===== config.mk =====
export PLATFORM = sky130hd
export DESIGN_NAME = lcd_write_sequencer
export DESIGN_NICKNAME = d
export VERILOG_FILES = /design/src/rtl/lcd_pkg.sv /design/src/rtl/lcd_phase_timer.sv /design/src/rtl/lcd_write_sequencer.sv
export SDC_FILE = /design/constraint.sdc
export NUM_CORES = 1
export LEC_CHECK = 0
export BUFFER_PORTS_ARGS = -buffer_cell sky130_fd_sc_hd__buf_2
export CAP_MARGIN = 20
export CORE_UTILIZATION = 40
export DETAILED_ROUTE_END_ITERATION = 8
export PLACE_DENSITY = 0.6
export SYNTH_ARGS = -nofsm -noshare
export SYNTH_HDL_FRONTEND = slang
export SYNTH_SLANG_ARGS = --single-unit

===== constraint.sdc =====
create_clock -name clk_clk -period 4.1 [get_ports clk_clk]
set_clock_uncertainty 0.2 [all_clocks]
set_input_delay 0.205 -clock clk_clk [delete_from_list [all_inputs] [get_ports clk_clk]]
set_output_delay 0.205 -clock clk_clk [all_outputs]
set_load 0.02 [all_outputs]

===== src/rtl/lcd_pkg.sv =====
// Shared definitions for the HD44780 write sequencer: state codes, init ROM,
// command constants and the long-execution command predicate.
package lcd_pkg;

   // Sequencer state codes
   typedef logic [2:0] lcd_state_t;

   localparam lcd_state_t ST_PWRUP = 3'd0;
   localparam lcd_state_t ST_LOAD  = 3'd1;
   localparam lcd_state_t ST_IDLE  = 3'd2;
   localparam lcd_state_t ST_SETUP = 3'd3;
   localparam lcd_state_t ST_EHIGH = 3'd4;
   localparam lcd_state_t ST_HOLD  = 3'd5;
   localparam lcd_state_t ST_WAIT  = 3'd6;

   // Init sequence length and index width
   localparam int INIT_LEN = 5;
   localparam int IDX_W    = 3;

   // Controller command bytes
   localparam logic [7:0] LCD_CLEAR     = 8'h01;
   localparam logic [7:0] LCD_HOME      = 8'h02;
   localparam logic [7:0] LCD_HOME_ALT  = 8'h03;  // home ignores bit 0
   localparam logic [7:0] LCD_FUNC_8B2L = 8'h38;
   localparam logic [7:0] LCD_DISP_ON   = 8'h0C;
   localparam logic [7:0] LCD_ENTRY_INC = 8'h06;

   // Init ROM: 8-bit/2-line function set twice, display on, clear, entry mode
   function automatic logic [7:0] init_rom_byte(input logic [IDX_W-1:0] idx);
      logic [7:0] b;
      case (idx)
         3'd0:    b = LCD_FUNC_8B2L;
         3'd1:    b = LCD_FUNC_8B2L;
         3'd2:    b = LCD_DISP_ON;
         3'd3:    b = LCD_CLEAR;
         default: b = LCD_ENTRY_INC;
      endcase
      return b;
   endfunction

   // Clear and home need the long execution wait; data writes never do
   function automatic logic is_long_cmd(input logic rs, input logic [7:0] b);
      return !rs && ((b == LCD_CLEAR) || (b == LCD_HOME) || (b == LCD_HOME_ALT));
   endfunction

   // Elaboration-time maximum, used to size the phase counter
   function automatic int max_int(input int a, input int b);
      return (a > b) ? a : b;
   endfunction

endpackage


===== src/rtl/lcd_phase_timer.sv =====
// Loadable down-counter shared by all timed phases of the LCD sequencer.
// A phase loaded with N-1 lasts N cycles; done is high while the count is 0.
module lcd_phase_timer #(
   parameter int               CNT_W   = 8,
   parameter logic [CNT_W-1:0] RST_VAL = '0
) (
   input  logic             clk,
   input  logic             rst_n,
   input  logic             load,
   input  logic [CNT_W-1:0] load_val,
   output logic             done
);

   localparam logic [CNT_W-1:0] ONE = CNT_W'(1);

   logic [CNT_W-1:0] cnt;

   // Count down to zero and park there until the next load
   always_ff @(posedge clk or negedge rst_n) begin
      if (!rst_n) begin
         cnt <= RST_VAL;
      end else if (load) begin
         cnt <= load_val;
      end else if (cnt != '0) begin
         cnt <= cnt - ONE;
      end
   end

   assign done = (cnt == '0);

endmodule


===== src/rtl/lcd_write_sequencer.sv =====
// HD44780 8-bit write sequencer: power-up wait, fixed init sequence, then
// one timed E-strobe write per accepted request followed by the controller's
// execution delay. Write-only; the busy flag is never read.
// reset_reset_n is expected to be released synchronously to clk_clk.
module lcd_write_sequencer
   import lcd_pkg::*;
#(
   parameter int PWRUP_CYC = 750000,
   parameter int SETUP_CYC = 4,
   parameter int EPW_CYC   = 25,
   parameter int HOLD_CYC  = 4,
   parameter int CMD_CYC   = 2000,
   parameter int CLR_CYC   = 82000
) (
   input  logic       clk_clk,
   input  logic       reset_reset_n,
   input  logic       req_valid,
   output logic       req_ready,
   input  logic       req_rs,
   input  logic [7:0] req_byte,
   input  logic       reinit,
   output logic       init_done,
   output logic       lcd_rs,
   output logic       lcd_rw,
   output logic       lcd_e,
   output logic [7:0] lcd_data_o,
   output logic       lcd_data_oe
);

   localparam int MAX_CYC = max_int(max_int(max_int(PWRUP_CYC, SETUP_CYC),
                                            max_int(EPW_CYC, HOLD_CYC)),
                                    max_int(CMD_CYC, CLR_CYC));
   localparam int CNT_W   = $clog2(MAX_CYC) + 1;

   localparam logic [CNT_W-1:0] LD_PWRUP = CNT_W'(PWRUP_CYC - 1);
   localparam logic [CNT_W-1:0] LD_SETUP = CNT_W'(SETUP_CYC - 1);
   localparam logic [CNT_W-1:0] LD_EPW   = CNT_W'(EPW_CYC - 1);
   localparam logic [CNT_W-1:0] LD_HOLD  = CNT_W'(HOLD_CYC - 1);
   localparam logic [CNT_W-1:0] LD_CMD   = CNT_W'(CMD_CYC - 1);
   localparam logic [CNT_W-1:0] LD_CLR   = CNT_W'(CLR_CYC - 1);

   localparam logic [IDX_W-1:0] LAST_IDX = IDX_W'(INIT_LEN - 1);
   localparam logic [IDX_W-1:0] IDX_ONE  = IDX_W'(1);

   lcd_state_t       state;
   lcd_state_t       state_nxt;
   logic [IDX_W-1:0] init_idx;
   logic             init_done_q;
   logic             req_ready_q;
   logic             e_q;
   logic             rs_q;
   logic [7:0]       data_q;

   logic             tmr_load;
   logic [CNT_W-1:0] tmr_val;
   logic             tmr_done;

   logic             latch_rom;
   logic             latch_req;
   logic             idx_inc;
   logic             idx_clr;
   logic             set_done;
   logic             clr_done;
   logic             accept;

   // reinit has priority over a request presented in the same IDLE cycle
   assign accept = (state == ST_IDLE) && req_valid && req_ready_q && !reinit;

   lcd_phase_timer #(
      .CNT_W   (CNT_W),
      .RST_VAL (LD_PWRUP)
   ) u_timer (
      .clk      (clk_clk),
      .rst_n    (reset_reset_n),
      .load     (tmr_load),
      .load_val (tmr_val),
      .done     (tmr_done)
   );

   // Next-state, timer reload and side-effect strobes
   always_comb begin
      state_nxt = state;
      tmr_load  = 1'b0;
      tmr_val   = '0;
      latch_rom = 1'b0;
      latch_req = 1'b0;
      idx_inc   = 1'b0;
      idx_clr   = 1'b0;
      set_done  = 1'b0;
      clr_done  = 1'b0;
      case (state)
         ST_PWRUP: begin
            if (tmr_done) begin
               state_nxt = ST_LOAD;
            end
         end
         ST_LOAD: begin
            latch_rom = 1'b1;
            state_nxt = ST_SETUP;
            tmr_load  = 1'b1;
            tmr_val   = LD_SETUP;
         end
         ST_IDLE: begin
            if (reinit) begin
               idx_clr   = 1'b1;
               clr_done  = 1'b1;
               state_nxt = ST_PWRUP;
               tmr_load  = 1'b1;
               tmr_val   = LD_PWRUP;
            end else if (accept) begin
               latch_req = 1'b1;
               state_nxt = ST_SETUP;
               tmr_load  = 1'b1;
               tmr_val   = LD_SETUP;
            end
         end
         ST_SETUP: begin
            if (tmr_done) begin
               state_nxt = ST_EHIGH;
               tmr_load  = 1'b1;
               tmr_val   = LD_EPW;
            end
         end
         ST_EHIGH: begin
            if (tmr_done) begin
               state_nxt = ST_HOLD;
               tmr_load  = 1'b1;
               tmr_val   = LD_HOLD;
            end
         end
         ST_HOLD: begin
            if (tmr_done) begin
               state_nxt = ST_WAIT;
               tmr_load  = 1'b1;
               tmr_val   = is_long_cmd(rs_q, data_q) ? LD_CLR : LD_CMD;
            end
         end
         ST_WAIT: begin
            if (tmr_done) begin
               if (!init_done_q) begin
                  if (init_idx == LAST_IDX) begin
                     set_done  = 1'b1;
                     state_nxt = ST_IDLE;
                  end else begin
                     idx_inc   = 1'b1;
                     state_nxt = ST_LOAD;
                  end
               end else begin
                  state_nxt = ST_IDLE;
               end
            end
         end
         default: begin
            state_nxt = ST_PWRUP;
            tmr_load  = 1'b1;
            tmr_val   = LD_PWRUP;
         end
      endcase
   end

   // State register
   always_ff @(posedge clk_clk or negedge reset_reset_n) begin
      if (!reset_reset_n) begin
         state <= ST_PWRUP;
      end else begin
         state <= state_nxt;
      end
   end

   // Init ROM index and init-complete flag
   always_ff @(posedge clk_clk or negedge reset_reset_n) begin
      if (!reset_reset_n) begin
         init_idx    <= '0;
         init_done_q <= 1'b0;
      end else begin
         if (idx_clr) begin
            init_idx <= '0;
         end else if (idx_inc) begin
            init_idx <= init_idx + IDX_ONE;
         end
         if (clr_done) begin
            init_done_q <= 1'b0;
         end else if (set_done) begin
            init_done_q <= 1'b1;
         end
      end
   end

   // RS/data latch: held from the latch edge until the execution wait ends
   always_ff @(posedge clk_clk or negedge reset_reset_n) begin
      if (!reset_reset_n) begin
         rs_q   <= 1'b0;
         data_q <= 8'h00;
      end else if (latch_rom) begin
         rs_q   <= 1'b0;
         data_q <= init_rom_byte(init_idx);
      end else if (latch_req) begin
         rs_q   <= req_rs;
         data_q <= req_byte;
      end
   end

   // E and ready are registered from the next state so both are glitch-free
   always_ff @(posedge clk_clk or negedge reset_reset_n) begin
      if (!reset_reset_n) begin
         e_q         <= 1'b0;
         req_ready_q <= 1'b0;
      end else begin
         e_q         <= (state_nxt == ST_EHIGH);
         req_ready_q <= (state_nxt == ST_IDLE);
      end
   end

   assign req_ready   = req_ready_q;
   assign init_done   = init_done_q;
   assign lcd_rs      = rs_q;
   assign lcd_rw      = 1'b0;
   assign lcd_e       = e_q;
   assign lcd_data_o  = data_q;
   assign lcd_data_oe = 1'b1;

endmodule


# [Word level (Yosys, flattened, before mapping)]
# Cells that the tools add are included.
[totals] out_inout_bits=14 wordCells=89 regBits=39
[classes] muxes=45 eq_ne=15 n_reduce_logical=19 n_addsub=2
[ops] cell="20-bit one-hot mux with 6 select lines" count=1
[ops] cell="21-bit two-way mux" count=2
[ops] cell="17-bit two-way mux" count=2
[ops] cell="3-bit two-way mux" count=10
[ops] cell="21-bit zero test" count=1
[ops] cell="3-bit one-hot mux with 7 select lines" count=1
[ops] cell="21-bit nonzero test" count=1
[ops] cell="21-bit by 1-bit subtractor with 21-bit output (second input constant)" count=1
[ops] cell="1-bit two-way mux" count=20
[ops] cell="20-bit two-way mux" count=1
[ops] cell="6-bit one-hot mux with 3 select lines" count=1
[ops] cell="8-bit by 2-bit equality test with 1-bit output (second input constant)" count=2
[ops] cell="8-bit two-way mux" count=2
[ops] cell="3-bit by 2-bit equality test with 1-bit output (second input constant)" count=5
[ops] cell="3-bit equality test (second input constant)" count=5
[ops] cell="8-bit by 1-bit equality test with 1-bit output (second input constant)" count=1
[ops] cell="2-bit nonzero test" count=4
[ops] cell="3-bit by 1-bit equality test with 1-bit output (second input constant)" count=2
[ops] cell="3-bit zero test" count=2
[ops] cell="2-bit two-way mux" count=3
[ops] cell="5-bit two-way mux" count=1
[ops] cell="1-bit logical AND" count=4
[ops] cell="2-bit OR reduction" count=2
[ops] cell="3-bit by 1-bit adder with 3-bit output (second input constant)" count=1
[ops] cell="4 further kinds" count=6

# [Logic depth before layout (Yosys ltp)]
# Gate-level depths: netlist (run 1).
[depth] ltp_word=9 depth_mapped=9 ltp_nobuf=7

# [Cells and area by module]
# Synthesis (run 1) repeated with hierarchy kept, for this count alone.
[hier_totals] hier_cells=249 hier_area_um2=2447.3
[modules_own_cells] module="lcd_phase_timer" area_per_inst_um2=1313.8 cells_each=129 n_inst=1
[modules_own_cells] module="lcd_write_sequencer" area_per_inst_um2=1133.6 cells_each=120 n_inst=1

# [Worst setup path before layout (run 1)]
# No wires, ideal clock.
[synth_timing] path_kind="reg-to-reg" start="register u_timer.cnt[0]" end="register u_timer.cnt[15]" arrival_ns=2.007 path_slack_ns=1.813 setup_ns=0.080 stages_incl_launch_ff=9 synth_period_minus_slack_ns=2.287 required_time_ns=3.820 path_cell_list="dfstp_2 inv_1 ha_1 nor4b_1 and4_1 buf_2 and2_1 or4_1 a21oi_1"
[synth_between] elab_chain_cells=4 elab_cells_between_ends=10 classes_between="add/sub (1); mux (6); reduce/logical (3)"
[synth_rtl] element="from (decl)" line="lcd_phase_timer.sv:16" source="logic [CNT_W-1:0] cnt;"
[synth_rtl] element="from (signal assigned)" line="lcd_phase_timer.sv:23" source="cnt <= load_val;"
[synth_rtl] element="from (signal assigned)" line="lcd_phase_timer.sv:25" source="cnt <= cnt - ONE;"
[synth_rtl] element="branches (longest 4 deep; another with 21-bit by 1-bit subtractor with 21-bit output)"
# Parallel ways; which one is timed is not known. The select of a mux whose other input is x is not followed.
# A chain may end at the register's enable or synchronous reset.

# [Worst setup path in the final report (run 1)]
[layout_timing] start="register u_timer.cnt[0]" end="register req_ready_q (netlist: req_ready)"
[layout_between] elab_chain_cells=4 elab_cells_between_ends=8 classes_between="eq/ne (1); mux (6); reduce/logical (1)"
[layout_rtl] element="21-bit zero test (*)" line="lcd_phase_timer.sv:29" source="assign done = (cnt == '0);"
[layout_rtl] element="3-bit two-way mux, on equally long branches"
[layout_rtl] element="3-bit one-hot mux with 7 select lines (*)" line="lcd_write_sequencer.sv:91" source="case (state)"
[layout_rtl] element="3-bit by 2-bit equality test with 1-bit output (*)" line="lcd_write_sequencer.sv:210" source="req_ready_q <= (state_nxt == ST_IDLE);"
[layout_rtl] element="to (signal assigned)" line="lcd_write_sequencer.sv:210"
[layout_rtl] element="to (decl)" line="lcd_write_sequencer.sv:49" source="logic req_ready_q;"
# Mark *: on every way between the ends. The rest lies on a longest branch, timed or not.

==> results of run 1 <==
[flip-flops by register name, indices dropped and copies added (netlist names)]
signal / cells
u_timer.cnt: 21
lcd_data_o: 8
init_idx: 3
state: 3
init_done: 1
lcd_e: 1
lcd_rs: 1
req_ready: 1
[routing by layer]
metal | routed length [um] | up-vias | global-route usage (%)
met5 | 0 | - | 0
met4 | 82 | 0 | 7.74
met3 | 132 | 8 | 4.47
met2 | 2320 | 23 | 26.6
met1 | 2680 | 909 | 27.6
li1 | - | 934 | -
[timing repair]
action | CTS | global route
endpoints found under the hold margin | 29 | 0
buffers inserted | 0 | 0
hold buffers | 4 | 0
[cell families (layout without fill, tap and decap cells)]
kind of cell    Yosys count  in the layout  synth area share (%)
buf+inv                  25             49                  4.89
flops                    39             39                  43.1
other cells               2              2                 0.326
compound gates           59             59                  17.4
xor+xnor                 15             15                  5.71
fa+ha+maj                 6              6                  3.26
mux                      11             11                  4.78
simple gates             89             89                  20.5
[critical path: stages (launching register included)]
cell	delay [ns]
dfstp_2	0.40
inv_1	0.06
ha_1	0.21
nor4b_1	0.34
and4_1	0.49
and2_1	0.49
a2111oi_0	0.19
o22a_1	0.22
[layout make-up]
| cell class | count | share of cell area [%] |
|---|---|---|
| Clock inverter | 1 | 0.194 |
| Multi-Input combinational cell | 182 | 46.7 |
| Tap cell | 72 | 3.49 |
| Inverter | 12 | 1.75 |
| Clock buffer | 7 | 2.96 |
| Sequential cell | 39 | 38.5 |
| Timing Repair Buffer | 29 | 6.50 |
[through the flow]
stage	hold slack [ns]	setup WS [ns]
floorplan	-0.291	1.81
global placement	0.179	1.35
detailed placement	0.173	1.38
CTS	0.00665	1.36
global route	0.0117	1.16
finish	0.00942	1.40
[power by group through the flow]
stage	Clock, mW	Combinational (mW)	Sequential, mW
after floorplan	0	0.523	0.705
after global placement	0	0.685	0.724
after detailed placement	0	0.686	0.729
after CTS	0.261	0.697	0.722
after global routing	0.279	0.783	0.748
final	0.255	0.691	0.723
[worst min-delay path by stage]
stage / slack, ns / depth (start not counted) / end
3_3_place_gp: 0.18 / 1 / lcd_data_o[7]$_DFFE_PN0P_
5_1_grt: 0.01 / 2 / init_idx[1]$_DFFE_PN0P_
3_5_place_dp: 0.17 / 1 / lcd_data_o[7]$_DFFE_PN0P_
6_report: 0.009 / 3 / lcd_data_o[0]$_DFFE_PN0P_
4_1_cts: 0.007 / 2 / init_idx[1]$_DFFE_PN0P_
2_1_floorplan: -0.29 / 0 / init_done$_DFFE_PN0P_
[cells in the final DEF (no fill, tap or decap), drive strengths merged, types with 8 or more instances in the layout]
cell,synthesis,routed
o21ai,18,18
nand2,18,18
nand3,8,8
dfrtp,26,26
buf,6,25
xnor2,11,11
a21oi,13,13
nor4,9,9
nor2,25,25
mux2i,11,11
inv,12,12
dfstp,13,13
==> metrics.md, run 1 <==
| Metric | Value |
|---|---|
| Status | finished, final reports clean |
| Period utilization | 66.0% |
| CTS tree | done |
| Die Wd | 77.9 um |
| Pwr Total | 1.67 mW |
| Min-Delay Startpoint | req_byte[0] |
| P_int | 0.957 mW |
| Switch share | 42.7% |
| I/O Pins | 27 |
| Die Y | 77.9 um |
| Min Clock Period, post-route | 2.70 ns |
| Fillcell total | 558 |
| Synth area leader | dfrtp_1 |
| Register Area | 992 sq um |
| Initial Utilization | 41.6% |
| Count leader, synth | dfrtp_1 |
| Synth Register Bits | 39 |
| Gate Count Post-Synth | 246 |
| Commonest cells in the netlist | 26 x dfrtp_1, 25 x nor2_1, 18 x nand2_1, 16 x o21ai_0 |
| Pin count of the biggest net entering global routing | 40 |
| Nets | 288 |
| CP arrival | 2.69 ns |
| Clk root buf | clkbuf_8 |
| Vias/cell | 5.48 |
| Placed Instance Area | 2460 sq um |
| Ys flop type | dfrtp_1 |
| Crit path required time | 4.08 ns |
| Cells after DPL | 330 |
| Mean Syn Cell Area | 9.36 sq um |
| Psw | 0.712 mW |
| Routed Antenna Nets | 0 |
| First-pass GRT wire length | 8830 um |
| Crit Reg-Reg Startpoint | u_timer.cnt[0]$_DFFE_PN1P_ |
| Grt ovf | 0 |
| Final Instance Area | 2580 sq um |
| Max Freq | 0.370 GHz |
| Worst Tran Pin Value | 0.857 ns |
| Critical path capture point type | register |
| H-tree Lvls | 2 |
| Crit path to | req_ready$_DFF_PN0_ |
| Reg2reg path depth | 7 |
| Static Leak | 1.08 nW |
| Post-Syn Nets | 265 |
| Synth Cell Area | 2300 sq um |
| Hold crit path type | in -> reg |
| Diodes inserted | 0 |
| I/O Buffers | 24 |
| Cts repair resizes | 0 |
| Area growth syn-to-layout | 12.1% |
| Initial antenna violation count | 0 |
| Seq pwr share | 43.3% |
| CP Launch Type | register |
| YS warnings | 0 |
| Routed WL | 5220 um |
| Post-Layout Cell Count | 342 |
| Tot GR Track Use | 19.0% |
| Max_cap viols | 0 |
| RePlAce Congestion | 0.849 |
| CTS Buf Count | 5 |
| Clk Latency, worst-skew pair | 0.30 ns |
| Fin. max-slew vios | 0 |
| Max Root-Sink Buffers | 2 |
| Synth area leaders | dfrtp_1 28%, dfstp_2 15%, mux2i_1 4.8%, xnor2_1 4.2%, nor2_1 4.1% |
| CP startpoint | u_timer.cnt[0]$_DFFE_PN1P_ |
| Die area | 6060 sq um |
| Number of global-route vias before repair | 1770 |
| Fraction of registers with async set/reset | 100% |
| Fin util | 46.6% |
| Max_slew headroom | 42.9% |
| Layout cells sized above 1 | 20.7% |
| Final setup viols | 0 |
| Residual DRC | 0 |
| Worst r2r dst | req_ready$_DFF_PN0_ |
| Sequential share of the synthesized area | 43.1% |
| Rows | 27 |
| Worst VDD drop | 0.234 mV |
| Core Area | 5540 sq um |
| Starting DRT DRC Count | 125 |
| TNS Setup | 0 ns |
| RSZ-0062 raised after global routing | no |
| CP Class | reg -> reg |
| CP Max Fanout | 14 |
| Clock Sinks | 39 |
| Final Hold Viols | 0 |
| Comb power frac | 41.4% |
| Pwr dens | 647 nW/um^2 |
| Post-synthesis cell type count | 53 |
| Share of Yosys cell area claimed by the top area cell type | 28.3% |
| Clock share of power | 15.3% |
| Multi-input gate area | 1200 sq um |
| Number of synthesized flops with an enable pin | 0 |
| Routed WL per cell | 15.3 um |
| Post-detail-place hpwl | 3720 um |
| Via count | 1874 |
| Reg2Reg Setup Slack | 1.40 ns |
| First-pass DRT Iterations | 4 |
| Clock Pin Slew Worst Setup and Hold Paths | 0.08 ns |
Power figures use the tool's default switching activity.
==> run 2: changes to the inputs <==
==> constraint.sdc (replaced) <==
create_clock -name clk_clk -period 2.5 [get_ports clk_clk]
set_clock_uncertainty 0.2 [all_clocks]
set_input_delay 0.125 -clock clk_clk [delete_from_list [all_inputs] [get_ports clk_clk]]
set_output_delay 0.125 -clock clk_clk [all_outputs]
set_load 0.02 [all_outputs]
==> metrics.md, run 2 (synthesis gave the netlist of run 1 again) <==
| Metric | Value |
|---|---|
| Status | finished, final reports clean |
| Number of global-route vias before repair | 1952 (+10%) |
| Final setup viols | 0 (unchanged) |
| Grt ovf | 0 (unchanged) |
| CP Launch Type | register |
| Via count | 1948 (+3.9%) |
| Initial Utilization | 41.6% (unchanged) |
| Hold-critical path depth | 6 (+3) |
| Rows | 27 (unchanged) |
| Routed WL | 5570 um (+6.6%) |
| Clk Latency, worst-skew pair | 0.29 ns (about the same) |
| Critical path cell sequence | inv_1 > ha_1 > nor4b_2 > and4_1 > and2_4 > or4_1 > a21oi_1 |
| Placed Instance Area | 2590 sq um (+5.5%) |
| I/O Buffers | 24 (unchanged) |
| Area growth syn-to-layout | 23.6% |
| Diodes inserted | 0 (unchanged) |
| Post-detail-place hpwl | 3920 um (+5.4%) |
| Reg2reg path depth | 7 (unchanged) |
| RSZ-0062 raised after global routing | no |
| Final Hold Viols | 0 (unchanged) |
| Max reg flops | 21 (unchanged) |
| TNS Setup | 0 ns (unchanged) |
| Die Y | 77.9 um (unchanged) |
| Crit path required time | 2.52 ns (-1.56 ns) |
| Max_cap viols | 0 (unchanged) |
| Tot GR Track Use | 20.4% (+1.4 points) |
| Commonest non-fill, non-tap cell in the layout | dfrtp_1 |
| Commonest non-fill, non-tap cells in the layout | 26 x dfrtp_1, 25 x nor2_1, 24 x buf_2, 19 x buf_4, 18 x nand2_1 |
| Pin count of the biggest net entering global routing | 40 (unchanged) |
| Core Area | 5540 sq um (unchanged) |
| Critical path capture point type | register |
| Die Wd | 77.9 um (unchanged) |
| Period utilization | 94.5% (+29 points) |
| Fin util | 51.4% (+4.8 points) |
| Final WS setup | 0.138 ns (-1.26 ns) |
| Vias/cell | 5.31 (-3.1%) |
| Nets | 313 (+8.7%) |
| Max_slew headroom | 41.5% (-1.4 points) |
| Worst Tran Pin Value | 0.877 ns (+0.0203 ns) |
| Hold slack | 0.185 ns (+0.176 ns) |
| Routed WL per cell | 15.2 um (-0.66%) |
| Static Leak | 1.22 nW (+13%) |
| H-tree Lvls | 2 (unchanged) |
| Largest register by flop count | u_timer.cnt |
| Clock Pin Slew Worst Setup and Hold Paths | 0.08 ns (about the same) |
| RePlAce Congestion | 0.820 (-3.5%) |
| CTS Buf Count | 5 (unchanged) |
| Slowest cell on crit path | dfstp_2 |
| Max Root-Sink Buffers | 2 (unchanged) |
| Clk root buf | clkbuf_8 |
| Fin. max-slew vios | 0 (unchanged) |
| Die area | 6060 sq um (unchanged) |
| CP Max Fanout | 14 (unchanged) |
| Post-Layout Cell Count | 367 (+7.3%) |
| First-pass DRT Iterations | 4 (unchanged) |
| Post-CTS setup buffer count | 0 (unchanged) |
| Setup slack at placement | 0.000114 ns (-1.38 ns) |
| First-pass GRT wire length | 9460 um (+7.1%) |
| Layout cells sized above 1 | 26.1% (+5.4 points) |
| CP Class | reg -> reg |
| Hold crit path type | in -> reg |
| CTS tree | done |
| Starting DRT DRC Count | 165 (+32%) |
| Clock Sinks | 39 (unchanged) |
| Pwr dens | 1090 nW/um^2 (+69%) |
| Min Clock Period, post-route | 2.36 ns (-0.342 ns) |
| Final Instance Area | 2850 sq um (+10%) |
| Cells after DPL | 348 (+5.5%) |
| Pwr Total | 3.11 mW (+87%) |
| Max Freq | 0.423 GHz (+14%) |
| Residual DRC | 0 (unchanged) |
| I/O Pins | 27 (unchanged) |
| CP arrival | 2.38 ns (-0.31 ns) |
| Crit path largest cell delay | 0.57 ns (+0.08 ns) |
| Initial antenna violation count | 0 (unchanged) |
| Routed Antenna Nets | 0 (unchanged) |
| Worst VDD drop | 0.470 mV (+100%) |
## run 2: power breakdown
part           leakage, nW  switching (mW)  internal [mW]
Combinational        0.684           0.773          0.578
Clock               0.0654           0.225          0.399
Sequential           0.469           0.221          0.917
## run 2: repair_timing
action / 4_1_cts / 5_1_grt
setup endpoints to repair: 2 / 7
hold endpoints to repair: 38 / 0
resized for setup: 1 / 3
hold buffers: 11 / 0
pin swaps: 0 / 0
## run 2: per-layer routing
metal	global-route usage, %	vias up	part of all wire [%]
met1	28.0	922	48
met2	31.7	38	47
met4	7.55	0	1.8
met3	3.88	11	3.0
li1	-	977	-
met5	0	-	0
## run 2: worst paths after layout
kind | startpoint | end | slack (ns)
worst max-delay path | u_timer.cnt[0]$_DFFE_PN1P_ | u_timer.cnt[15]$_DFFE_PN0P_ | 0.14
worst min-delay path | req_valid | u_timer.cnt[20]$_DFFE_PN0P_ | 0.18
worst max register to register | u_timer.cnt[0]$_DFFE_PN1P_ | u_timer.cnt[15]$_DFFE_PN0P_ | 0.14
worst min register to register | init_done$_DFFE_PN0P_ | init_done$_DFFE_PN0P_ | 0.32
max in group asynchronous | reset_reset_n | state[2]$_DFF_PN0_ | 1.26
min in group asynchronous | reset_reset_n | lcd_rs$_DFFE_PN0P_ | 0.29
## run 2: cell type report
class	instances	area, sq um
clock inverter	2	60.1
sequential	39	992
clock buffer	6	72.6
multi-input combinational	182	1210
fill	549	2690
inverter	12	45.0
timing repair buffer	54	373
tap	72	90.1
## run 2: critical path, delay by kind of cell (launching register included)
family | cells | cell delay (ns)
fa+ha+maj | 1 | 0.23
flops | 1 | 0.57
buf+inv | 1 | 0.05
compound gates | 1 | 0.15
simple gates | 4 | 1.09
